**src/rtl/dk_audio_pkg.sv**
```systemverilog
// Shared audio types, limits and the 16-bit saturation helpers for the discrete sound section.
package dk_audio_pkg;

  typedef logic signed [15:0] sample_t;

  localparam int S16_MAX     = 32767;
  localparam int S16_MIN     = -32768;
  localparam int GAIN_Q8_ONE = 256;

  // Callers sign-extend into 28 bits, wide enough for the largest mixer accumulator.
  function automatic sample_t sat16(input logic signed [27:0] acc);
    if (acc > 28'sd32767) begin
      sat16 = 16'sh7FFF;
    end else if (acc < -28'sd32768) begin
      sat16 = 16'sh8000;
    end else begin
      sat16 = acc[15:0];
    end
  endfunction

  function automatic logic is_clip16(input logic signed [27:0] acc);
    is_clip16 = (acc > 28'sd32767) || (acc < -28'sd32768);
  endfunction

endpackage

```
**src/rtl/dk_mix_mac.sv**
```systemverilog
// Registered multiply-accumulate: one signed sample times one Q0.8 gain per enabled clock.
module dk_mix_mac
  import dk_audio_pkg::*;
#(
  parameter int ACC_W = 27
) (
  input  logic                    clk,
  input  logic                    rst_n,
  input  logic                    clr_i,
  input  logic                    en_i,
  input  sample_t                 sample_i,
  input  logic [7:0]              gain_i,
  output logic signed [ACC_W-1:0] acc_o
);

  logic signed [24:0]      prod_s;
  logic signed [ACC_W-1:0] acc_d, acc_q;

  // Gain is zero-extended so 255/256 stays positive in the signed product.
  assign prod_s = sample_i * $signed({1'b0, gain_i});

  always_comb begin
    if (clr_i) begin
      acc_d = '0;
    end else if (en_i) begin
      acc_d = acc_q + ACC_W'(prod_s);
    end else begin
      acc_d = acc_q;
    end
  end

  always_ff @(posedge clk or negedge rst_n) begin
    if (!rst_n) begin
      acc_q <= '0;
    end else begin
      acc_q <= acc_d;
    end
  end

  assign acc_o = acc_q;

endmodule

```
**src/rtl/dk_sound_mixer.sv**
```systemverilog
// Discrete sound output mixer: snapshots NUM_CH samples per tick, time-multiplexes one MAC, saturates.
// Optional clip_count output enabled by defining DK_MIXER_CLIP_COUNT_EN.
module dk_sound_mixer
  import dk_audio_pkg::*;
#(
  parameter int                  CLOCK_RATE  = 1000000,
  parameter int                  SAMPLE_RATE = 48000,
  parameter int                  NUM_CH      = 4,
  parameter logic [NUM_CH*8-1:0] GAINS_Q8    = {NUM_CH{8'd128}}
) (
  input  logic                     clk,
  input  logic                     I_RSTn,
  input  logic                     audio_clk_en,
  input  logic [NUM_CH*16-1:0]     in_ch,
  input  logic                     mute,
  output logic signed [15:0]       out,
  output logic                     out_valid,
  output logic                     overrun
`ifdef DK_MIXER_CLIP_COUNT_EN
  ,
  output logic [15:0]              clip_count
`endif
);

  localparam int ACC_W = 25 + $clog2(NUM_CH);

  localparam logic [1:0] ST_IDLE = 2'd0;
  localparam logic [1:0] ST_ACC  = 2'd1;
  localparam logic [1:0] ST_SAT  = 2'd2;

  if (NUM_CH < 1 || NUM_CH > 8) begin : g_bad_num_ch
    $error("dk_sound_mixer: NUM_CH must be in 1..8");
  end
  if (CLOCK_RATE / SAMPLE_RATE < NUM_CH + 2) begin : g_bad_rate
    $error("dk_sound_mixer: too few clocks per sample for NUM_CH+2 cycle mix");
  end

  logic [1:0]              state_q, state_d;
  logic [2:0]              idx_q, idx_d;
  sample_t                 snap_q [NUM_CH];
  logic                    snap_en_s, mac_clr_s, mac_en_s, last_s;
  sample_t                 mac_sample_s;
  logic [7:0]              mac_gain_s;
  logic signed [ACC_W-1:0] acc_s, shifted_s;
  logic signed [27:0]      sat_in_s;
  sample_t                 sat_s;
  sample_t                 out_q, out_d;
  logic                    out_valid_q, out_valid_d;
  logic                    overrun_q, overrun_d;

  assign last_s    = (idx_q == 3'(NUM_CH - 1));
  assign shifted_s = acc_s >>> 8;
  assign sat_in_s  = 28'(shifted_s);
  assign sat_s     = sat16(sat_in_s);

  always_comb begin
    mac_sample_s = '0;
    mac_gain_s   = 8'd0;
    for (int i = 0; i < NUM_CH; i++) begin
      mac_sample_s = (idx_q == 3'(i)) ? snap_q[i] : mac_sample_s;
      mac_gain_s   = (idx_q == 3'(i)) ? GAINS_Q8[i*8 +: 8] : mac_gain_s;
    end
  end

  always_comb begin
    state_d     = state_q;
    idx_d       = idx_q;
    snap_en_s   = 1'b0;
    mac_clr_s   = 1'b0;
    mac_en_s    = 1'b0;
    out_d       = out_q;
    out_valid_d = 1'b0;
    overrun_d   = overrun_q;
    case (state_q)
      ST_IDLE: begin
        if (audio_clk_en) begin
          state_d   = ST_ACC;
          idx_d     = 3'd0;
          snap_en_s = 1'b1;
          mac_clr_s = 1'b1;
        end else begin
          state_d = ST_IDLE;
        end
      end
      ST_ACC: begin
        mac_en_s  = 1'b1;
        idx_d     = idx_q + 3'd1;
        state_d   = last_s ? ST_SAT : ST_ACC;
        overrun_d = overrun_q | audio_clk_en;
      end
      ST_SAT: begin
        out_d       = mute ? 16'sd0 : sat_s;
        out_valid_d = 1'b1;
        state_d     = ST_IDLE;
        overrun_d   = overrun_q | audio_clk_en;
      end
      default: begin
        state_d = ST_IDLE;
      end
    endcase
  end

  always_ff @(posedge clk or negedge I_RSTn) begin
    if (!I_RSTn) begin
      state_q     <= ST_IDLE;
      idx_q       <= 3'd0;
      out_q       <= '0;
      out_valid_q <= 1'b0;
      overrun_q   <= 1'b0;
    end else begin
      state_q     <= state_d;
      idx_q       <= idx_d;
      out_q       <= out_d;
      out_valid_q <= out_valid_d;
      overrun_q   <= overrun_d;
    end
  end

  // Inputs are frozen at the tick so later changes cannot leak into the mix in flight.
  always_ff @(posedge clk or negedge I_RSTn) begin
    if (!I_RSTn) begin
      for (int i = 0; i < NUM_CH; i++) snap_q[i] <= '0;
    end else if (snap_en_s) begin
      for (int i = 0; i < NUM_CH; i++) snap_q[i] <= in_ch[i*16 +: 16];
    end
  end

  dk_mix_mac #(
    .ACC_W(ACC_W)
  ) u_mac (
    .clk      (clk),
    .rst_n    (I_RSTn),
    .clr_i    (mac_clr_s),
    .en_i     (mac_en_s),
    .sample_i (mac_sample_s),
    .gain_i   (mac_gain_s),
    .acc_o    (acc_s)
  );

  assign out       = out_q;
  assign out_valid = out_valid_q;
  assign overrun   = overrun_q;

`ifdef DK_MIXER_CLIP_COUNT_EN
  logic        clip_s;
  logic [15:0] clip_cnt_q, clip_cnt_d;

  assign clip_s = is_clip16(sat_in_s);

  // Counts clamps even when the output is muted; sticks at all-ones.
  always_comb begin
    if ((state_q == ST_SAT) && clip_s && (clip_cnt_q != 16'hFFFF)) begin
      clip_cnt_d = clip_cnt_q + 16'd1;
    end else begin
      clip_cnt_d = clip_cnt_q;
    end
  end

  always_ff @(posedge clk or negedge I_RSTn) begin
    if (!I_RSTn) begin
      clip_cnt_q <= 16'd0;
    end else begin
      clip_cnt_q <= clip_cnt_d;
    end
  end

  assign clip_count = clip_cnt_q;
`endif

endmodule

```
**config.mk**
```make
export PLATFORM = sky130hd
export DESIGN_NAME = dk_sound_mixer
export DESIGN_NICKNAME = d
export VERILOG_FILES = /design/src/rtl/dk_audio_pkg.sv /design/src/rtl/dk_mix_mac.sv /design/src/rtl/dk_sound_mixer.sv
export SDC_FILE = /design/constraint.sdc
export NUM_CORES = 1
export LEC_CHECK = 0
export CORE_ASPECT_RATIO = 0.5
export CORE_MARGIN = 2
export CORE_UTILIZATION = 49
export CTS_CLUSTER_DIAMETER = 60
export DETAILED_ROUTE_END_ITERATION = 12
export MAX_ROUTING_LAYER = met4
export PLACE_DENSITY_LB_ADDON = 0.25
export SYNTH_ARGS = -nofsm -noshare
export SYNTH_HDL_FRONTEND = slang
export SYNTH_SLANG_ARGS = --single-unit
export TNS_END_PERCENT = 20
```
**constraint.sdc**
```tcl
create_clock -name clk -period 5.4 [get_ports clk]
set_clock_uncertainty 0.1 [all_clocks]
set_input_delay 1.08 -clock clk [delete_from_list [all_inputs] [get_ports clk]]
set_output_delay 1.08 -clock clk [all_outputs]
set_load 0.05 [all_outputs]
```
Yosys cells after proc, flatten, opt, wreduce, memory -nomap -nowiden
Cells that the tools add are included.
- $add $sub $neg: 2
- multipliers: 1
- $lt $le $gt $ge: 2
- equal/unequal tests: 6
- muxes and demuxes: 22
- bitwise gates (word level): 1
- reductions and logical operators: 6
- operators with widths (operator ; count):
    16-bit 2-to-1 mux ; 7
    27-bit 2-to-1 mux ; 2
    8-bit 2-to-1 mux ; 4
    27-bit by 25-bit adder with 27-bit output ; 1
    16-bit by 9-bit multiplier with 25-bit output ; 1
    19-bit by 16-bit greater-than comparator with 1-bit output (second input constant) ; 1
    19-bit by 16-bit < comparator with 1-bit output (second input constant) ; 1
    3-bit by 2-bit == test with 1-bit output (second input constant) ; 2
    3-bit one-hot mux with 2 select lines ; 1
    1-bit 2-to-1 mux ; 5
    2-bit one-hot mux with 2 select lines ; 1
    2-bit nonzero test ; 2
    3-bit by 1-bit adder with 3-bit output (second input constant) ; 1
    3-bit by 1-bit == test with 1-bit output (second input constant) ; 1
    3-bit zero test ; 1
    3-bit 2-to-1 mux ; 1
    2-bit by 1-bit == test with 1-bit output (second input constant) ; 1
    2-bit == test (second input constant) ; 1
    2-bit zero test ; 1
    2-bit 2-to-1 mux ; 1
    2-bit != test (second input constant) ; 1
    2-bit AND reduction ; 1
    2-bit OR reduction ; 1
    1-bit OR ; 1
- bits in registers: 114
- input port bits: 68
- output and inout bits: 18
- logic and storage cells: 50

Logic depth before layout (Yosys ltp)
Gate-level depths: netlist of run 1.
- depth after elaboration: 9
- depth in mapped cells: 18
- mapped depth without buffers: 18

Hierarchy
Synthesis of run 1 repeated with hierarchy kept, for this count alone.
- cell total of the unflattened synthesis: 1088
- area total of the unflattened synthesis: 10890.4 sq um
- by module, submodules not included (module ; instances ; cells each ; area an instance (sq um) ; sequential area each (sq um)):
    dk_mix_mac ; 1 ; 767 ; 6854.1 ; 675.6
    dk_sound_mixer ; 1 ; 321 ; 4036.4 ; 2177.1

Least setup slack after synthesis of run 1
Ideal clock, no wire load.
- path kind: register -> register
- from: reg idx_q[1]
- to: reg u_mac.acc_q[25] (netlist: u_mac.acc_o[25])
- setup time: 0.123 ns
- arrival: 3.666 ns
- required time: 5.177 ns
- setup slack: 1.512 ns
- stages on the path, launching flop included: 17
- path buffers: 1
- clock period less this slack: 3.888 ns
- cell sequence: dfrtp_1 inv_1 ha_1 nand2_1 buf_2 mux2_2 a221oi_1 a21oi_1 ha_1 ha_1 a2111oi_4 o21ai_2 a41oi_2 o21ai_2 a221oi_2 xor2_1 o21ai_1
- longest elaborated chain between the ends: 9
- elaborated cells between the ends (all ways): 16
- classes of those cells: 1 x add/sub; 1 x mul; 3 x eq/ne; 10 x mux; 1 x reduce/logical
- RTL lines (item ; line ; RTL):
    start, declared ; dk_sound_mixer.sv:39 ; logic [2:0] idx_q, idx_d;
    start signal, assigned ; dk_sound_mixer.sv:112 ; idx_q <= idx_d;
    3-bit zero test ; dk_sound_mixer.sv:60, dk_sound_mixer.sv:61 ;
    16-bit 2-to-1 mux / 8-bit 2-to-1 mux (equally long branches) (4 in a row) ; dk_sound_mixer.sv:60, dk_sound_mixer.sv:61 ;
    16-bit by 9-bit multiplier with 25-bit output (*) ; dk_mix_mac.sv:20 ; assign prod_s = sample_i * $signed({1'b0, gain_i});
    27-bit by 25-bit adder with 27-bit output (*) ; dk_mix_mac.sv:26 ; acc_d = acc_q + ACC_W'(prod_s);
    27-bit 2-to-1 mux (*) ; dk_mix_mac.sv:25 ; end else if (en_i) begin
    27-bit 2-to-1 mux (*) ; dk_mix_mac.sv:23 ; if (clr_i) begin
    end signal, assigned ; dk_mix_mac.sv:34 ; acc_q <= '0;
    end signal, assigned ; dk_mix_mac.sv:36 ; acc_q <= acc_d;
    end, declared ; dk_mix_mac.sv:17 ; logic signed [ACC_W-1:0] acc_d, acc_q;
Every way passes the cells marked *; elsewhere a longest branch is shown, timed or not. The select of a mux whose other input is x is not followed.
A chain may end at the register's enable or synchronous reset.

Final worst setup path of run 1
- from: reg idx_q[0]
- to: reg u_mac.acc_q[26] (netlist: u_mac.acc_o[26])
The elaborated chain is that of the path after synthesis.

==> reports/summary.md, run 1 <==
The tools report the peak clock frequency supported by timing as 0.227 GHz. The synthesized design spends more area on one cell type than any other, namely dfrtp_1. The portion of the clock cycle consumed by the worst path in the final layout works out to 0.817.

The repair_antennas step left the layout with diodes totalling 0. The logs give 0.458 for the post-synthesis sequential area ratio and 5.58 ns for the critical path required time. For this run, the leading register cell type out of synthesis is dfrtp_1. The logs give 0 for the number of setup buffers added after CTS and 0.269 for the worst-case headroom to the max-slew limit. Routability-driven placement finished with a final weighted congestion of 0.861. The detail route stage leaves a number of antenna-violating nets equal to 0.

The run gives 4.60 ns as the arrival time at the worst endpoint. For the unique cell type count in the Yosys netlist, the log shows 50. STA classifies the critical path startpoint as a register. The first global-routing pass estimated 21.9 mm of wire. The fraction of registers with async set or reset after synthesis is 1.00, and the number of DRC markers in iteration 0 is 292. In this run the power density over the cells is 701 nW/um^2.

Horizontal die dimension: 158 um. The root buffer cell chosen for the clock tree is clkbuf_16. 86 I/O pins were placed. The initial standard-cell utilization of the core is 0.498.

After synthesis, the mean cell area works out to 9.02 um^2. The synthesized area is 5850 um^2. In the final timing run, aggregate negative setup slack is 0 ns. Yosys printed 0 warnings.

In this run the deepest clock path goes through 2 buffers. The leakage power total was 3.48 nW. The final layout contains routed wiring with a total length of 13.1 mm. The CTS clock-pin slew for the worst setup and hold paths is 0.07 ns. The slew at the pin closest to its max-slew limit is 1.10 ns. The number of antenna violations at the first check in global routing came out at 0.

The total grt overflow was 0; the number of max-slew violations in the final report was 0. The per-cell via count in the routed design is 5.22, and the hold violation count in the final report is 0. The run gives 4,444 as the via count of the first global-routing pass.

The worst path needs 4.41 ns of the cycle, external delays included. The type of element capturing the critical path was a register. Synthesis produced 648 cells. Worst hold-check path type: reg -> reg.

The worst IR drop on VDD is 0.000273 V, and the share of the synthesized area in the top cell type is 0.458. The tools report the H-tree depth as 3. Setup repair after global routing left no endpoint under its margin.

At the later pin of the worst-skew pair, clock insertion delay measures 0.35 ns. The floorplan has 28 rows. The fraction of the core area covered by cells at the end of the flow is 0.610. The synthesized design contains 0 enable-type register cells. The run finished with clean final reports. The total via count after detailed routing is 4,641. The count of fill cells added during filler insertion came out at 1,032.

Across the run, the number of max-cap violations was 0. The sink count of the clock tree was 107. The core region is 11,700 um^2. The count of unresolved DRC violations after routing was 0; the largest net degree at the start of global routing was 67.

The number of register bits inferred by synthesis came out at 107. Along the worst path, the maximum fanout reaches 14. TritonCTS built the clock tree. Number of setup violations in the final report: 0. Once the clock tree was built, the resizer swapped 0 gates to a different size. Dividing the detail-routed wire length by the instance count gives 14.7 um. By startpoint and endpoint, the worst setup path is classified as reg -> reg. The proportion of layout cells with a drive suffix above 1 came out at 0.0649.

Once detailed placement completed, the half-perimeter wirelength came to 9.55 mm. The floorplan step set the die height to 81.2 um. The run gives 0.229 as the global routing usage summed across all routing layers.

The run gives 833 as the number of nets in the finished design. In this run, CTS created clock tree buffers numbering 9. The count of buffers inserted at the top-level ports was 85; the hold buffer count at cts was 0. The detailed-router iteration count before antenna repair is 5, and the area overhead of the layout relative to synthesis is 22.5%. The overall die area was 12,900 um^2. Ranked by total cell area, the synthesized netlist is headed by dfrtp_1 46%, nand2_1 12%, ha_1 9.6%. The run gives 762 as the synthesized netlist net count.
-- final timing paths --
| path | start | to | slack [ns] | depth (start not counted) |
|---|---|---|---|---|
| min in group asynchronous | I_RSTn | snap_q[33]$_DFFE_PN0P_ | 0.71 | 1 |
| min reg2reg | overrun$_DFFE_PN0P_ | overrun$_DFFE_PN0P_ | 0.36 | 1 |
| max in group asynchronous | I_RSTn | out[8]$_DFFE_PN0P_ | 3.41 | 2 |
| max reg2reg | idx_q[0]$_DFFE_PN0P_ | u_mac.acc_o[26]$_DFFE_PN0P_ | 0.99 | 15 |
| max | idx_q[0]$_DFFE_PN0P_ | u_mac.acc_o[26]$_DFFE_PN0P_ | 0.99 | 15 |
| min | overrun$_DFFE_PN0P_ | overrun$_DFFE_PN0P_ | 0.36 | 1 |
-- layout make-up --
cell class                      instances  area, um^2  area share
Multi-Input combinational cell        472        2890       0.403
Inverter                               38         143      0.0199
Tap cell                              165         206      0.0288
Sequential cell                       107        2680       0.374
Timing Repair Buffer                   91         893       0.125
Clock buffer                            9         225      0.0314
Clock inverter                          7         133      0.0185
-- worst max-delay path: stages (launching register included) --
cell	delay, ns
dfrtp_1	0.43
inv_1	0.11
ha_1	0.24
nor2b_1	0.73
a221oi_1	0.22
a21oi_1	0.20
ha_1	0.26
ha_1	0.25
fa_1	0.42
a21oi_1	0.19
nand4b_1	0.16
nand4_1	0.17
a31oi_2	0.30
nand2_1	0.11
or3_1	0.35
nand4_1	0.09
-- cell usage in the layout (no fill, tap or decap), types with 4 or more instances in the layout --
cell             synthesis  layout
nor2_1                  37      37
xor2_1                   5       5
mux2i_1                 11      11
inv_1                   38      38
o21ai_0                 28      28
nand3_1                  9       9
a211oi_1                 4       4
clkbuf_16                0       9
clkdlybuf4s50_1          0      84
buf_4                    0       7
a21o_1                   8       8
dfrtp_1                107     107
a221oi_1                14      14
nand4_1                  4       4
xnor2_1                 10      10
nor2b_1                  4       4
nor3_1                   8       8
a21oi_1                 31      31
o22ai_1                 15      15
ha_1                    45      45
mux2_2                  14      14
nand2_1                186     186
-- flip-flops by register name, indices dropped and copies added, names as in the netlist --
signal	count
out_valid	1
u_mac.acc_o	20
idx_q	3
state_q	2
snap_q	64
overrun	1
out	16
-- per-stage QoR --
stage	power (mW)	area (um^2)	cells	worst slack [ns]	hold slack, ns
6_report	5.02	7160	889	0.988	0.358
5_1_grt	5.49	7160	889	0.625	0.398
4_1_cts	5.04	7160	889	0.992	0.360
3_5_place_dp	4.24	6810	873	1.04	0.343
3_3_place_gp	4.16	6810	873	1.15	0.338
2_1_floorplan	3.54	5850	648	1.51	0.340
-- power by group --
part	total [mW]	internal (mW)	switching [mW]
logic	2.87	1.15	1.71
clock network	0.775	0.462	0.314
registers	1.38	1.17	0.212
total	5.02	2.78	2.24
-- synth_stat cells, types with 4 or more instances --
library cell	count
nand4_1	4
dfrtp_1	107
xor2_1	5
mux2_2	14
nor2b_1	4
a221oi_1	14
clkbuf_1	27
nand2_1	186
a21oi_1	31
mux2i_1	11
ha_1	45
o22ai_1	15
nand3_1	9
xnor2_1	10
inv_1	38
a21o_1	8
a211oi_1	4
nor2_1	37
o21ai_0	28
nor3_1	8
-- cells by family (layout without fill, tap and decap cells) --
kind of cell | count (synthesis) | in the layout | synth area share
muxes | 25 | 25 | 0.0458
AOI/OAI and AO/OA | 125 | 125 | 0.143
adders and majority gates | 46 | 46 | 0.0997
DFF | 107 | 107 | 0.458
xor gates and xnor gates | 15 | 15 | 0.0225
buffers and inverters | 69 | 145 | 0.0488
and+or+nand+nor | 261 | 261 | 0.182
-- layer usage --
layer  wire, um  part of all wire  track usage
met2       5460              0.42        0.325
met3        690             0.053       0.0459
met5          0                 0            -
met4        144             0.011       0.0631
met1       6800              0.52        0.332
(Power assumes the default switching activity.)
==> run 2: changes to the inputs <==
clock period = 4.23 ns   (was 5.4 ns; I/O delays follow)
==> run 2 against run 1 <==
Compared with the run above:
- via count rose by 2.7%
- cell count rose by 0.79%
- sequential share of layout area fell by 0.58 points
- worst hold slack improved by 0.0040 ns
- clock power rose by 11%
- critical path depth rose by 1
- flip-flop and latch count did not move
- total power rose by 30%
- critical endpoint unchanged
==> reports/summary.md, run 2 (same netlist as run 1, synthesis figures left out) <==
Setup repair after global routing left no endpoint under its margin. Clock tree synthesis selected as its root buffer the cell clkbuf_16. At the end of the flow, the number of nets in the layout was 840.

Along the worst path, the maximum fanout reaches 10. Across the run, the number of max-cap violations was 0. Count of buffers inserted at the top-level ports: 85. For the number of max-slew violations in the final report, the log shows 0. The tools report the met2 layer usage reported by global route as 0.341. snap_q holds more flip-flops than any other register.

The CTS clock-pin slew for the worst setup and hold paths works out to 0.08 ns. Summed over all cells, the static leakage comes to 3.53 nW. The post-route setup TNS is 0 ns, and the tightest hold margin is 0.362 ns.

Across all layers, the routed design uses 4,765 vias. Leaving out fill and tap cells, the most frequent cells in the layout are 186 x nand2_1, 107 x dfrtp_1, 84 x clkdlybuf4s50_1, 45 x ha_1, 38 x inv_1. The largest net degree at the start of global routing is 92, and the global routing usage on met1 is 0.347.

The die covers 12,900 um^2. Hold repair after CTS inserted 0 buffers. The first global-routing pass estimated 22.5 mm of wire. Pin placement for this block handled 86 I/O pins. The register with the most flip-flops in the layout has 64 of them. The portion of the clock cycle consumed by the worst path in the final layout was 0.956; the number of antenna violations at the first check in global routing was 0.

The worst setup path is of the reg -> reg kind. The slew at the pin closest to its max-slew limit came out at 1.04 ns. Using the TritonRoute via totals, the vias-per-cell ratio works out to 5.32.

The run gives 4,444 as the via count of the first global-routing pass. The first routing iteration left 256 violations. The tools report the initial standard-cell utilization of the core as 0.498. The H-tree generated during clock tree synthesis spans 3 levels. The flow ran to the end, and the final reports show no timing, DRC or antenna violations.

Setup violations remaining at the end of the flow were counted as 0. STA classifies the critical path startpoint as a register. The count of nets left with antenna violations once routing finished came out at 0.

In this run the core area contains 28 standard-cell rows. The launch point of the critical path is idx_q[1]$_DFFE_PN0P_. STA classifies the critical path endpoint as a register. The worst hold path depth works out to 1. Compared with the post-synthesis result, the final layout area differs by 24.5%. The final critical delay including setup and external delays works out to 4.04 ns.

The most common cell after layout, fill and taps aside is nand2_1. The routed design has 13.7 mm of wire. For the met3 track demand over resource, the log shows 0.0342. The proportion of layout cells with a drive suffix above 1 is 0.0917, and the worst-case headroom to the max-slew limit is 0.307. No sink is reached through more buffers than the 2 on the longest clock path. The die height came out at 81.2 um. The first TritonRoute pass finished after 4 iterations. For the global routing usage summed across all routing layers, the log shows 0.233. TritonCTS created 9 clock buffers. Depth of the worst register-to-register path: 16. TritonCTS built the clock tree.

The tightest min-delay check is of the reg -> reg type. The antenna cell count was 0; the final weighted congestion in routability-driven placement was 0.893. In this run the horizontal extent of the chip is 158 um. The wire-length estimate of the detail-placed layout is 10.0 mm. Data on the critical path arrives at its endpoint at 4.23 ns. The hold violation count in the final report was 0; the peak clock frequency supported by timing was 0.247 GHz. After detailed routing, the average wire length per cell comes to 15.3 um. The later pin in the worst-skew pair is clocked with a latency of 0.36 ns.

The total area inside the core boundary comes to 11,700 um^2. For the sink count of the clock tree, the log shows 107. The worst hold path begins at overrun$_DFFE_PN0P_. The logs give 4.42 ns for the critical path required time and 0 for the count of unresolved DRC violations after routing.

The layer flagged by global routing as most heavily used is met1. The logs give 0 for the total grt overflow and 1,039 for the count of fill cells added during filler insertion. The run gives 0.000338 V as the worst IR drop on VDD.

The worst register-to-register path begins at idx_q[1]$_DFFE_PN0P_. Power spread over the standard cell area amounts to 897 nW/um^2.
[run 2: changes by cell type in the layout (fill, tap and decap cells not counted), sizes merged]
| cell | previous run | this run |
|---|---|---|
| buf | 7 | 14 |
| bufinv | 3 | 0 |
| clkinv | 2 | 3 |
| inv | 40 | 42 |
[run 2: critical path, stage by stage, from the launching register on]
cell and delay, ns:
dfrtp_1 0.39, inv_1 0.09, ha_1 0.25, nand2_1 0.13, buf_4 0.21, mux2_2 0.36
a221oi_1 0.37, a21oi_1 0.08, ha_1 0.20, ha_1 0.34, a21o_1 0.20, a21oi_1 0.18
nand4_1 0.22, a31oi_4 0.29, nand2_1 0.10, or3_1 0.36, nand4_1 0.09
[run 2: metal layers]
layer,routed length (um),vias up
li1,-,2362
met1,7100,2274
met2,5920,117
met3,571,12
met4,119,0
met5,0,-
[run 2: repair_timing]
action	CTS	global route
setup endpoints to repair	0	6
hold endpoints to repair	0	0
setup buffers	0	1
resized for setup	0	16
[run 2: area by class of cell]
type	instances	area (um^2)	share of cell area
Multi-Input combinational cell	472	2970	0.407
Sequential cell	107	2680	0.368
Timing Repair Buffer	98	971	0.133
Clock buffer	9	225	0.0309
Tap cell	165	206	0.0284
Inverter	38	143	0.0196
Clock inverter	7	88.8	0.0122
[run 2: final timing paths]
path / end / slack [ns]
min in group asynchronous: snap_q[62]$_DFFE_PN0P_ / 0.47
max: u_mac.acc_o[26]$_DFFE_PN0P_ / 0.19
max in group asynchronous: snap_q[53]$_DFFE_PN0P_ / 2.82
min reg2reg: overrun$_DFFE_PN0P_ / 0.36
min: overrun$_DFFE_PN0P_ / 0.36
max reg2reg: u_mac.acc_o[26]$_DFFE_PN0P_ / 0.19
[run 2: power breakdown]
| group | internal, mW | switching (mW) |
|---|---|---|
| clock network | 0.429 | 0.435 |
| registers | 1.49 | 0.302 |
| logic | 1.58 | 2.29 |
| total | 3.50 | 3.03 |
[run 2: per-stage QoR]
step	power [mW]	area [um^2]	setup WS, ns	utilization	cells
2_1_floorplan	4.52	5850	0.342	-	648
3_3_place_gp	5.40	6880	0.267	0.586	879
3_5_place_dp	5.51	6880	0.154	0.586	879
4_1_cts	6.40	7190	0.124	0.613	895
5_1_grt	7.12	7280	0.00268	0.620	896
6_report	6.53	7280	0.188	0.620	896
==> run 3: changes to the inputs <==
CORE_MARGIN = 10   (was 2)
==> run 3 against run 2 <==
Compared with the run above:
- clock-buffer cell count is the same
- via count is 1.0% higher
- total power fell by 1.2%
- design area fell by 0.88%
- non-clock buffer count unchanged
- die area rose by 32%
- first-iteration DRC count grew 35%
- combinational power fell by 1%
- register-to-register slack lost 0.02 ns
- critical path depth stayed put
- critical endpoint is now u_mac.acc_o[25]$_DFFE_PN0P_
- largest power group unchanged
- highest routed layer unchanged
==> reports/summary.md, run 3 (same netlist as run 1, synthesis figures left out) <==
After clock tree synthesis, the clock-pin slew on the worst setup and hold paths is 0.07 ns. TritonCTS built the clock tree. The logs give 17,000 um^2 for the overall die area and 879 for the cell count after placement. The run gives 86 as the I/O pin count.

The depth of the worst register-to-register path is 16, and the maximum fanout encountered on the critical timing path is 6. The logs give 107 for the sink count of the clock tree and 6 for the detailed-router iteration count before antenna repair. The per-cell via count in the routed design works out to 5.37. For the initial standard-cell utilization of the core, the log shows 0.498. For this run, design rule violations remaining after detail routing come to 0. The proportion of layout cells with a drive suffix above 1 works out to 0.0848.

The worst hold path depth works out to 1. The hold violation count in the final report is 0, and the total grt overflow is 0. The number of hold buffers added after CTS was 0. Timing analysis after detailed placement gives a worst setup slack of 0.109 ns.

The analysis attributes to cell leakage a power of 3.50 nW. The number of setup violations in the final report is 0. The power density over the cells is 894 nW/um^2, and the H-tree depth is 3.

The detailed-route wire length was 14.6 mm. In the post-route analysis, the smallest setup slack over all paths is 0.164 ns. The worst-case IR drop observed on VDD is 0.000293 V.

The run gives 0.292 as the worst-case headroom to the max-slew limit. The run gives 0 as the number of max-slew violations in the final report. The congestion estimate from routability-driven global placement came to 0.898. The total via count after detailed routing came out at 4,813.

The setup path with the least slack is of type reg -> reg. The peak clock frequency supported by timing was 0.246 GHz. The path with the worst hold slack has its endpoint at overrun$_DFFE_PN0P_. The flow ran to the end, and the final reports show no timing, DRC or antenna violations. The detailed-route wire length per cell is 16.3 um, and the count of buffers inserted at the top-level ports is 85. The worst hold-check path type is reg -> reg. STA classifies the critical path startpoint as a register. The die is 97.2 um tall.

The detailed router finished its first iteration with 345 violations. The count of cells in the finished layout, fillers not included, comes to 896. The core footprint was 11,700 um^2; the number of flip-flops in the largest register was 64.

The post-layout total power was 6.45 mW. The run gives 4,852 as the via count of the first global-routing pass. The clock latency reported for the late side of the worst-skew pair was 0.35 ns; the portion of the clock cycle consumed by the worst path in the final layout was 0.961. The global routing usage summed across all routing layers was 0.177; the wire length of the first global-routing pass was 24.4 mm.

The tree is rooted in a clkbuf_16. The tightest hold margin was 0.360 ns. The area growth from synthesis to layout is 23.4%. The final critical delay including setup and external delays is 4.07 ns, and the horizontal die dimension is 174 um. Number of antenna violations at the first check in global routing: 0. The tools report the arrival time at the worst endpoint as 4.20 ns. The total of max-cap violations was 0; the antenna cell count was 0.

The register with the most flip-flops in the final layout is snap_q. Leaving out fill and tap cells, the most frequent cells in the layout are 186 x nand2_1, 107 x dfrtp_1, 84 x clkdlybuf4s50_1, 44 x ha_1, 38 x inv_1. The maximum count of clock buffers along a single path is 2, and the internal reg-to-reg setup slack is 0.16 ns. The slew at the pin closest to its max-slew limit was 1.06 ns; the CTS buffer count was 9. In this run the most critical hold path is launched from overrun$_DFFE_PN0P_.

For the number of standard-cell rows in the floorplan, the log shows 28. The post-route setup TNS was 0 ns. In this run the critical register-to-register path is launched from idx_q[1]$_DFFE_PN0P_.

For this run, the post-layout net count is 840. The count of nets left with antenna violations once routing finished came out at 0. The final HPWL from detailed placement is 10.9 mm.

Type of element capturing the critical path: a register. STA puts the critical path data required time at 4.36 ns. In this run the critical register-to-register path is captured at u_mac.acc_o[25]$_DFFE_PN0P_.

The library cell used most frequently in the layout, excluding fill and tap cells, is nand2_1. The largest net degree at the start of global routing came out at 60.
## run 3: critical path, stage by stage, from the launching register on
cell	delay (ns)
dfrtp_1	0.41
inv_1	0.11
ha_2	0.24
nand2_1	0.11
buf_4	0.16
mux2_2	0.28
a221oi_1	0.34
a21oi_1	0.11
ha_1	0.30
ha_1	0.35
a2111oi_4	0.38
o21ai_2	0.13
a41oi_2	0.26
o21ai_2	0.12
a221oi_2	0.28
xor2_1	0.16
o21ai_1	0.09
## run 3: how the worst max path moves through the flow
stage,from,cells after the start,endpoint
6_report,idx_q[1]$_DFFE_PN0P_,16,u_mac.acc_o[25]$_DFFE_PN0P_
5_1_grt,idx_q[1]$_DFFE_PN0P_,16,u_mac.acc_o[25]$_DFFE_PN0P_
4_1_cts,idx_q[1]$_DFFE_PN0P_,16,u_mac.acc_o[26]$_DFFE_PN0P_
3_5_place_dp,idx_q[1]$_DFFE_PN0P_,16,u_mac.acc_o[26]$_DFFE_PN0P_
3_3_place_gp,idx_q[1]$_DFFE_PN0P_,16,u_mac.acc_o[26]$_DFFE_PN0P_
2_1_floorplan,idx_q[1]$_DFFE_PN0P_,16,u_mac.acc_o[25]$_DFFE_PN0P_
## run 3: cell type report
class,instances,area (um^2)
clock buffers,9,225
repair buffers,98,958
well taps,165,206
clock inverters,7,68.8
flip-flops and latches,107,2680
fillers,1021,4520
multi-input cells,472,2930
inverters,38,143
## run 3: timing repair
item,4_1_cts,5_1_grt
setup buffers,0,1
resized for setup,0,9
endpoints found under the setup margin,0,6
## run 3: where the power goes
group	total [mW]	internal [mW]	switching (mW)
clock	0.823	0.415	0.408
combinational	3.82	1.54	2.28
sequential	1.80	1.49	0.308
## run 3: routing by layer
layer / wire [um] / vias up / global-route usage
li1: - / 2362 / -
met1: 7450 / 2313 / 0.252
met2: 6280 / 125 / 0.254
met3: 702 / 13 / 0.0341
met4: 161 / 0 / 0.0431
met5: 0 / - / -
## run 3: metrics by stage
step / utilization / area, um^2
floorplan: - / 5850
global placement: 0.585 / 6860
detailed placement: 0.585 / 6860
CTS: 0.610 / 7160
global route: 0.615 / 7210
finish: 0.615 / 7210
